--- config.mk ---
export PLATFORM = sky130hd
export DESIGN_NAME = octant_point_sequencer
export DESIGN_NICKNAME = d
export VERILOG_FILES = /design/src/rtl/octant_pkg.sv /design/src/rtl/octant_bbox_accum.sv /design/src/rtl/octant_point_sequencer.sv
export SDC_FILE = /design/constraint.sdc
export NUM_CORES = 1
export LEC_CHECK = 0
export BUFFER_PORTS_ARGS = -buffer_cell sky130_fd_sc_hd__buf_2
export CAP_MARGIN = 30
export CORE_AREA = 2 2 297 299
export DETAILED_ROUTE_END_ITERATION = 8
export DIE_AREA = 0 0 299 301
export GPL_ROUTABILITY_DRIVEN = 0
export PLACE_DENSITY_LB_ADDON = 0.3
export REMOVE_ABC_BUFFERS = 1
export SYNTH_ARGS = -nofsm -noshare
export SYNTH_HDL_FRONTEND = slang
export SYNTH_SLANG_ARGS = --single-unit
--- constraint.sdc ---
create_clock -name i_clk -period 7.6 [get_ports i_clk]
set_input_delay 0.76 -clock i_clk [delete_from_list [all_inputs] [get_ports i_clk]]
set_output_delay 0.76 -clock i_clk [all_outputs]
set_load 0.1 [all_outputs]
--- src/rtl/octant_pkg.sv ---
// Shared types and helpers for the octant point sequencer: state encoding,
// point packing layout {x, y, z, 16'h0} and the packing function.
package octant_pkg;

    localparam int COORD_W = 16;
    localparam int POINT_W = 64;

    localparam int X_MSB = 63;
    localparam int Y_MSB = 47;
    localparam int Z_MSB = 31;

    typedef enum logic [2:0] {
        IDLE  = 3'd0,
        SCAN  = 3'd1,
        MID   = 3'd2,
        ISSUE = 3'd3,
        WAIT  = 3'd4,
        DONE  = 3'd5
    } state_e;

    function automatic logic [POINT_W-1:0] pack_point(
        input logic [COORD_W-1:0] x,
        input logic [COORD_W-1:0] y,
        input logic [COORD_W-1:0] z
    );
        logic [POINT_W-1:0] p;
        p = '0;
        p[X_MSB -: COORD_W] = x;
        p[Y_MSB -: COORD_W] = y;
        p[Z_MSB -: COORD_W] = z;
        return p;
    endfunction

endpackage

--- src/rtl/octant_bbox_accum.sv ---
// One axis of the bounding-box scan: signed running min/max with clear,
// direct load, per-point update, and a floor((min+max)/2) mid output.
module octant_bbox_accum #(
    parameter int W = 16
) (
    input  logic         i_clk,
    input  logic         i_rst_n,
    input  logic         i_clear,
    input  logic         i_load,
    input  logic [W-1:0] i_load_min,
    input  logic [W-1:0] i_load_max,
    input  logic         i_update,
    input  logic [W-1:0] i_val,
    output logic [W-1:0] o_min,
    output logic [W-1:0] o_max,
    output logic [W-1:0] o_mid
);

    localparam logic [W-1:0] POS_MAX = {1'b0, {(W-1){1'b1}}};
    localparam logic [W-1:0] NEG_MAX = {1'b1, {(W-1){1'b0}}};

    logic [W-1:0] min_d, min_q;
    logic [W-1:0] max_d, max_q;
    logic [W:0]   sum;

    always_comb begin
        min_d = min_q;
        max_d = max_q;
        if (i_clear) begin
            min_d = POS_MAX;
            max_d = NEG_MAX;
        end else if (i_load) begin
            min_d = i_load_min;
            max_d = i_load_max;
        end else if (i_update) begin
            if ($signed(i_val) < $signed(min_q)) min_d = i_val;
            if ($signed(i_val) > $signed(max_q)) max_d = i_val;
        end
    end

    always_ff @(posedge i_clk) begin
        if (!i_rst_n) begin
            min_q <= '0;
            max_q <= '0;
        end else begin
            min_q <= min_d;
            max_q <= max_d;
        end
    end

    // Sign-extended sum keeps the carry; dropping bit 0 is an arithmetic floor shift.
    assign sum   = {min_q[W-1], min_q} + {max_q[W-1], max_q};
    assign o_mid = sum[W:1];
    assign o_min = min_q;
    assign o_max = max_q;

endmodule

--- src/rtl/octant_point_sequencer.sv ---
// Snapshots a point cloud, scans it for the bounding box and mid point, then
// feeds points one by one to the octant core. FIXED_BBOX_EN: take bbox from ports.
module octant_point_sequencer
    import octant_pkg::*;
#(
    parameter int MAX_POINTS = 7,
    parameter int COORD_W    = 16,
    parameter int MAX_DEPTH  = 14
) (
    input  logic                          i_clk,
    input  logic                          i_rst_n,
    input  logic                          i_en,
    input  logic [15:0]                   i_point_cloud_size,
    input  logic [MAX_POINTS*COORD_W-1:0] i_points_x,
    input  logic [MAX_POINTS*COORD_W-1:0] i_points_y,
    input  logic [MAX_POINTS*COORD_W-1:0] i_points_z,
    input  logic [63:0]                   i_near_bottom_left,
    input  logic [63:0]                   i_far_top_right,
    output logic [63:0]                   o_point,
    output logic                          o_point_valid,
    input  logic                          i_point_ready,
    input  logic                          i_point_done,
    output logic [63:0]                   o_near_bottom_left,
    output logic [63:0]                   o_far_top_right,
    output logic [63:0]                   o_mid_point,
    output logic                          o_bbox_valid,
    output logic [15:0]                   o_point_idx,
    output logic                          o_busy,
    output logic                          o_finish
);

    localparam int IDX_W = (MAX_POINTS > 1) ? $clog2(MAX_POINTS) : 1;
    localparam int CNT_W = $clog2(MAX_POINTS + 1);

    typedef logic [2:0][MAX_POINTS-1:0][COORD_W-1:0] cloud_t;

    state_e             state_d, state_q;
    cloud_t             pts_in, pts_d, pts_q;
    logic [CNT_W-1:0]   nc_in, nc_d, nc_q;
    logic [CNT_W-1:0]   idx_d, idx_q;
    logic [CNT_W-1:0]   scan_d, scan_q;
    logic               armed_d, armed_q;
    logic               busy_d, busy_q;
    logic               finish_d, finish_q;
    logic               pvalid_d, pvalid_q;
    logic               bbox_valid_d, bbox_valid_q;
    logic [POINT_W-1:0] point_d, point_q;
    logic [POINT_W-1:0] nbl_d, nbl_q;
    logic [POINT_W-1:0] ftr_d, ftr_q;
    logic [POINT_W-1:0] mid_d, mid_q;

    logic                    acc_clear, acc_load, acc_update;
    logic [2:0][COORD_W-1:0] acc_val, acc_min, acc_max, acc_mid;
    logic [2:0][COORD_W-1:0] ld_min, ld_max;
    logic [IDX_W-1:0]        scan_sel, idx_sel;
    logic                    unused_ok;

    assign scan_sel = scan_q[IDX_W-1:0];
    assign idx_sel  = idx_q[IDX_W-1:0];

    always_comb begin
        pts_in = '0;
        for (int k = 0; k < MAX_POINTS; k++) begin
            pts_in[0][k] = i_points_x[k*COORD_W +: COORD_W];
            pts_in[1][k] = i_points_y[k*COORD_W +: COORD_W];
            pts_in[2][k] = i_points_z[k*COORD_W +: COORD_W];
        end
    end

    always_comb begin
        if (i_point_cloud_size > 16'(MAX_POINTS)) nc_in = CNT_W'(MAX_POINTS);
        else                                      nc_in = i_point_cloud_size[CNT_W-1:0];
    end

    always_comb begin
        ld_min  = '0;
        ld_max  = '0;
        acc_val = '0;
        for (int a = 0; a < 3; a++) begin
            acc_val[a] = pts_q[a][scan_sel];
`ifdef FIXED_BBOX_EN
            ld_min[a] = i_near_bottom_left[X_MSB - a*COORD_W -: COORD_W];
            ld_max[a] = i_far_top_right[X_MSB - a*COORD_W -: COORD_W];
`endif
        end
    end

    for (genvar a = 0; a < 3; a++) begin : g_axis
        octant_bbox_accum #(.W(COORD_W)) u_acc (
            .i_clk      (i_clk),
            .i_rst_n    (i_rst_n),
            .i_clear    (acc_clear),
            .i_load     (acc_load),
            .i_load_min (ld_min[a]),
            .i_load_max (ld_max[a]),
            .i_update   (acc_update),
            .i_val      (acc_val[a]),
            .o_min      (acc_min[a]),
            .o_max      (acc_max[a]),
            .o_mid      (acc_mid[a])
        );
    end

    always_comb begin
        state_d      = state_q;
        pts_d        = pts_q;
        nc_d         = nc_q;
        idx_d        = idx_q;
        scan_d       = scan_q;
        armed_d      = armed_q;
        busy_d       = busy_q;
        finish_d     = 1'b0;
        pvalid_d     = pvalid_q;
        bbox_valid_d = bbox_valid_q;
        point_d      = point_q;
        nbl_d        = nbl_q;
        ftr_d        = ftr_q;
        mid_d        = mid_q;
        acc_clear    = 1'b0;
        acc_load     = 1'b0;
        acc_update   = 1'b0;

        if (!i_en) armed_d = 1'b1;

        // Dropping the run request anywhere mid-run abandons it without a finish.
        if (state_q != IDLE && !i_en) begin
            state_d      = IDLE;
            pvalid_d     = 1'b0;
            busy_d       = 1'b0;
            bbox_valid_d = 1'b0;
        end else begin
            case (state_q)
                IDLE: begin
                    if (i_en && armed_q) begin
                        pts_d        = pts_in;
                        nc_d         = nc_in;
                        idx_d        = '0;
                        scan_d       = '0;
                        busy_d       = 1'b1;
                        bbox_valid_d = 1'b0;
                        nbl_d        = '0;
                        ftr_d        = '0;
                        mid_d        = '0;
`ifdef FIXED_BBOX_EN
                        acc_load = 1'b1;
                        state_d  = (nc_in == '0) ? DONE : MID;
`else
                        acc_clear = 1'b1;
                        state_d   = (nc_in == '0) ? DONE : SCAN;
`endif
                    end
                end
                SCAN: begin
                    acc_update = 1'b1;
                    scan_d     = scan_q + CNT_W'(1);
                    if (scan_q + CNT_W'(1) == nc_q) state_d = MID;
                end
                MID: begin
                    nbl_d        = pack_point(acc_min[0], acc_min[1], acc_min[2]);
                    ftr_d        = pack_point(acc_max[0], acc_max[1], acc_max[2]);
                    mid_d        = pack_point(acc_mid[0], acc_mid[1], acc_mid[2]);
                    bbox_valid_d = 1'b1;
                    state_d      = ISSUE;
                end
                ISSUE: begin
                    if (!pvalid_q) begin
                        pvalid_d = 1'b1;
                        point_d  = pack_point(pts_q[0][idx_sel], pts_q[1][idx_sel],
                                              pts_q[2][idx_sel]);
                    end else if (i_point_ready) begin
                        pvalid_d = 1'b0;
                        state_d  = WAIT;
                    end
                end
                WAIT: begin
                    if (i_point_done) begin
                        if (idx_q + CNT_W'(1) == nc_q) begin
                            state_d = DONE;
                        end else begin
                            idx_d   = idx_q + CNT_W'(1);
                            state_d = ISSUE;
                        end
                    end
                end
                DONE: begin
                    finish_d = 1'b1;
                    busy_d   = 1'b0;
                    armed_d  = 1'b0;
                    state_d  = IDLE;
                end
                default: state_d = IDLE;
            endcase
        end
    end

    always_ff @(posedge i_clk) begin
        if (!i_rst_n) begin
            state_q      <= IDLE;
            pts_q        <= '0;
            nc_q         <= '0;
            idx_q        <= '0;
            scan_q       <= '0;
            armed_q      <= 1'b1;
            busy_q       <= 1'b0;
            finish_q     <= 1'b0;
            pvalid_q     <= 1'b0;
            bbox_valid_q <= 1'b0;
            point_q      <= '0;
            nbl_q        <= '0;
            ftr_q        <= '0;
            mid_q        <= '0;
        end else begin
            state_q      <= state_d;
            pts_q        <= pts_d;
            nc_q         <= nc_d;
            idx_q        <= idx_d;
            scan_q       <= scan_d;
            armed_q      <= armed_d;
            busy_q       <= busy_d;
            finish_q     <= finish_d;
            pvalid_q     <= pvalid_d;
            bbox_valid_q <= bbox_valid_d;
            point_q      <= point_d;
            nbl_q        <= nbl_d;
            ftr_q        <= ftr_d;
            mid_q        <= mid_d;
        end
    end

    assign o_point            = point_q;
    assign o_point_valid      = pvalid_q;
    assign o_near_bottom_left = nbl_q;
    assign o_far_top_right    = ftr_q;
    assign o_mid_point        = mid_q;
    assign o_bbox_valid       = bbox_valid_q;
    assign o_point_idx        = 16'(idx_q);
    assign o_busy             = busy_q;
    assign o_finish           = finish_q;

    // Fixed-bbox ports only matter in one build; depth is passed through to the core.
    assign unused_ok = ^{i_near_bottom_left, i_far_top_right, 32'(MAX_DEPTH)};

endmodule

Word-level counts from Yosys, hierarchy flattened:

Index checks and enable logic that the tools add are counted.

* register bits: 689
* bits in latches: 0
* RAM bits: 0
* memory bits (read-only): 0
* bits of input ports: 485
* output and inout port bits: 276
* word-level logic and storage cells: 178
* memories kept: 0

* $add $sub $neg: 5
* multiply operators: 0
* div/mod/pow operators: 0
* order comparisons: 9
* eq/ne operators: 13
* shift operators: 0
* muxes and demuxes: 63
* bitwise gates (word level): 3
* reductions and logical operators: 39

Operators by type and width (number)
* $pmux W64 S2: 3
* $bmux W16 S3: 6
* $mux W16: 15
* $mux W15: 9
* $mux W64: 1
* $add A16 B16 Y17: 3
* $gt A16 B16 Y1: 3
* $lt A16 B16 Y1: 3
* $mux W3: 11
* $reduce_and A2 Y1: 14
* $reduce_bool A2 Y1: 11
* $gt A16 B3 Y1 const B: 1
* $pmux W3 S5: 1
* $mux W1: 13
* $ne A2 B2 Y1 const B: 6
* $pmux W3 S2: 2
* $reduce_and A3 Y1: 4
* $reduce_and A5 Y1: 2
* $lt A3 B4 Y1 const B: 2
* $add A3 B1 Y3 const B: 2
* $eq A3 B2 Y1 const B: 2
* $eq A3 B3 Y1: 2
* $eq A3 B3 Y1 const B: 2
* $logic_not A3 Y1: 2
* 7 further kinds: 12

Depth between registers and ports, before layout:

* depth in word-level cells: 6
* mapped depth: 19
* gate-level depth less buffers: 13

Cells and area by module:

A second synthesis with hierarchy kept.

* cells, all modules: 4016
* area total of the unflattened synthesis: 33831.2 µm²

Modules (own cells, without submodules)
* octant_point_sequencer: times used 1, cells an instance 2882, area each 24631.1 µm², sequential area each 10910.5 µm²
* octant_bbox_accum: times used 3, cells an instance 378, area each 3066.7 µm², sequential area each 640.6 µm²

Worst setup path before layout:

No wires, ideal clock.

* path type: reg-to-reg
* start point: register scan_q[0]
* end point: register g_axis[0].u_acc.max_q[15]
* setup time: 132 ps
* data arrival time: 3625 ps
* data required time: 7468 ps
* slack: 3842 ps
* stages on the path, launching flop included: 17
* path buffers: 5
* clock period less this slack: 3758 ps
* cells stage by stage: dfxtp_1 -> buf_6 -> buf_6 -> buf_2 -> buf_2 -> mux4_2 -> mux2i_1 -> inv_1 -> ha_1 -> nor2b_1 -> o21a_1 -> o21ai_0 -> a211oi_1 -> o2111a_1 -> clkbuf_1 -> mux2i_1 -> a21oi_1

RTL lines
* start, declared: line octant_point_sequencer.sv:41 `logic [CNT_W-1:0] scan_d, scan_q;`
* start signal, assigned: line octant_point_sequencer.sv:217 `scan_q <= scan_d;`
* end signal, assigned: line octant_bbox_accum.sv:47 `max_q <= max_d;`
* end, declared: line octant_bbox_accum.sv:23 `logic [W-1:0] max_d, max_q;`

==> flow_summary.toml <==
[setup_path]
endpoint_kind = "flip-flop"
rrSetupSlack_ns = 2.50
worstPathArrival_ns = 5.58
r2r_end = "g_axis[0].u_acc.o_min[15]$_SDFFE_PP0P_"
setup.worst_path.end = "g_axis[0].u_acc.o_min[15]$_SDFFE_PP0P_"
critPathLaunchType = "flip-flop"
reg2reg_depth = 13
worstPathRequired_ns = 8.08
path_max_fanout = 34
worst-setup-path-type = "reg -> reg"
worstReg2RegStart = "scan_q[1]$_SDFFE_PN0P_"
startpoint = "scan_q[1]$_SDFFE_PN0P_"

[synth]
syn_area_mm2 = 0.0324
synth.largest_area_cell = "dfxtp_1"
yosysUniqueCellTypes = 72
async_flop_share_pct = 0
synthCells = 3837
yosysSeqAreaShare_pct = 39.6
yosysWarnings = 0
synth_edf_count = 0
ys_ff_latch = 641
synth_top_area_share_pct = 39.6
synth_top_flop_cell = "dfxtp_1"
synthTopCellsByArea = "dfxtp_1, nand2_1, a21oi_1"
syn_avg_cell_area_um2 = 8.45

[clocking]
clkLatencyLatePin_ns = 0.63
cts.repair.resized = 0
cts_tree = "yes"
post_cts_buffers = 0
path_clk_slew_ns = 0.06
numCtsBuffers = 75
cts_hold_buf = 0
htree_num_levels = 3
cts_num_sinks = 641
root_buffer = "clkbuf_16"
clk_path_buf_depth = 3

[timing]
tns_ns = 0
worst_pin_slew_ns = 1.23
finalCritPeriodShare_pct = 67.1
final_hold_viol_count = 0
fin_ws_ns = 2.50
fmax_mhz = 196
relSlewSlack_pct = 18.3
slew_viol_final = 0
period_needed_ns = 5.10
rsz0062_at_grt = "false"
clock_skew_ns = 0.0324
finalSetupViolations = 0

[cells_and_area]
post-route-util_pct = 44.1
fillers = 8719
layout-drive-gt1-share_pct = 20.2
syn_to_final_growth_pct = 17.6
fin_nets = 4852

[floorplan]
design.core.area_mm2 = 0.0865
dieArea_mm2 = 0.0900
initial_core_util_pct = 37.5
rows = 108
die_x_um = 299
ios = 761
fp.dieH_um = 301

[route]
dr_total_vias = 29081
drtIter0Drc = 2355
dr.pass1.iters = 6
drc = 0
wl_per_cell_um = 20.9
final_antenna_net_count = 0
vias_per_cell = 5.35
wl_um = 114000

[power_and_ir_drop]
seq_power_share_pct = 36.3
switchingPower_mw = 4.59
p_per_area_mw_per_mm2 = 310
p_clk_share_pct = 30.4
power.total_mw = 11.8
leakagePower_nw = 15.1
power_frac_comb_pct = 33.2
max-vdd-ir-drop_mv = 0.203
swShare_pct = 38.9
p_int_mw = 7.23

[placement]
hpwl_um = 78900
io_buffers = 555
dp_slack_ns = 2.63

[global_routing]
grt_pass1_vias = 27020
overflow = 0
grt_first_pass_wirelength_um = 167000
grt.total_usage_pct = 24.2
antenna_found_initial = 24
grt_max_degree = 216

[run_status]
outcome = "completed"

[flow_run]
drv_cap = 0

[min_path]
hp-class = "in -> reg"
-- worst max-delay path, stage by stage, from the launching register on --
cell and delay, ns:
dfxtp_4 0.79, buf_4 0.60, mux4_2 0.39, mux2i_1 0.79
inv_1 0.18, ha_1 0.25, a21oi_1 0.13, o21ai_0 0.14
a2111oi_0 0.37, a21oi_1 0.19, nor3_4 0.39, buf_4 0.41
mux2i_1 0.22, nor2_1 0.06
-- sequential cells by signal, indices dropped and copies added, names as in the netlist, 3 cells and up --
signal              count
g_axis.u_acc.o_max     48
g_axis.u_acc.o_min     48
idx_q                   3
nc_q                    3
o_far_top_right        48
o_mid_point            48
o_near_bottom_left     48
o_point                48
pts_q                 336
scan_q                  3
state_q                 3
-- power groups by stage --
stage                     Clock (mW)  Sequential (mW)  Combinational, mW
after CTS                       3.67             4.29               3.94
after floorplan                    0             4.59               2.71
after detailed placement           0             4.36               3.93
final                           3.60             4.30               3.93
after global routing            3.81             4.36               4.32
after global placement             0             4.34               3.87
-- worst min path at each step --
stage,end,from,cells past startpoint,slack [ns]
after floorplan,pts_q[224]$_SDFFE_PN0P_,pts_q[224]$_SDFFE_PN0P_,2,0.44
after global placement,o_mid_point[60]$_SDFFE_PN0P_,o_mid_point[60]$_SDFFE_PN0P_,2,0.43
after detailed placement,o_mid_point[27]$_SDFFE_PN0P_,o_mid_point[27]$_SDFFE_PN0P_,2,0.44
after CTS,pts_q[189]$_SDFFE_PN0P_,i_points_y[77],3,0.33
after global routing,pts_q[126]$_SDFFE_PN0P_,i_points_y[14],3,0.35
final,pts_q[239]$_SDFFE_PN0P_,i_points_z[15],3,0.37
-- cell type report --
class	count	area, µm²	area share (%)
multi-input combinational	2782	17700	46.5
inverter	132	503	1.32
sequential	641	12900	33.7
antenna	8	20.0	0.0525
timing repair buffer	592	3170	8.30
clock inverter	21	255	0.669
tap	1155	1450	3.79
clock buffer	109	2160	5.65
-- per-layer routing --
metal / routed length (µm) / GRT usage [%]
met4: 3030 / 7.94
met3: 8270 / 4.55
met1: 50900 / 33.6
met5: 109 / 0
met2: 51400 / 37.8
-- cells in the mapped netlist, drive strengths merged, types with 10 or more instances --
library cell / count
nand2: 858
dfxtp: 641
a21oi: 461
nor2: 254
clkbuf: 233
mux2i: 180
ha: 140
inv: 132
buf: 125
a22oi: 119
o21ai: 117
mux4: 95
a211oi: 87
nor3: 53
o211ai: 39
nand4: 23
a21o: 22
mux2: 22
xnor2: 22
nand3: 21
xor2: 21
o221a: 15
o21a: 14
a31oi: 12
nor2b: 12
and3: 11
nand2b: 10
-- logic make-up (layout without fill, tap and decap cells) --
logic type | after synthesis | after routing | synth area share [%]
buffers and inverters | 490 | 854 | 6.83
other | 1 | 85 | 0.0116
XOR/XNOR | 43 | 43 | 1.16
AO/OA/AOI/OAI | 940 | 940 | 17.9
AND/OR/NAND/NOR | 1282 | 1282 | 16.0
adder cells (fa/ha/maj) | 143 | 143 | 5.59
flip-flops | 641 | 641 | 39.6
multiplexers | 297 | 297 | 12.9
-- placed cells by master (no fill, tap or decap), drive strengths merged, types with 6 or more instances in the layout --
cell | netlist | final
a211oi | 87 | 87
nand4 | 23 | 23
and2 | 8 | 8
a2111oi | 7 | 7
a22oi | 119 | 119
conb | 1 | 77
o221a | 15 | 15
nor3b | 6 | 6
clkbuf | 233 | 109
o211ai | 39 | 39
nor2b | 12 | 12
mux2 | 22 | 22
dfxtp | 641 | 641
o21ai | 117 | 117
a31oi | 12 | 12
nor2 | 254 | 254
nand3 | 21 | 21
diode | 0 | 8
xor2 | 21 | 21
clkinv | 0 | 10
and3 | 11 | 11
inv | 132 | 137
nand2b | 10 | 10
buf | 125 | 592
ha | 140 | 140
xnor2 | 22 | 22
a21o | 22 | 22
nand2 | 858 | 858
o21bai | 6 | 6
or3 | 7 | 7
a21oi | 461 | 461
mux2i | 180 | 180
mux4 | 95 | 95
o21a | 14 | 14
nor3 | 53 | 53
-- per-stage QoR --
stage          std cells  instance area [µm²]  hold slack (ns)
2_1_floorplan       3555                31000            0.442
3_3_place_gp        5299                35600            0.433
3_5_place_dp        5302                35700            0.439
4_1_cts             5432                38100            0.330
5_1_grt             5439                38100            0.348
6_report            5440                38100            0.371
No activity file was read; power rests on OpenSTA's default activity.
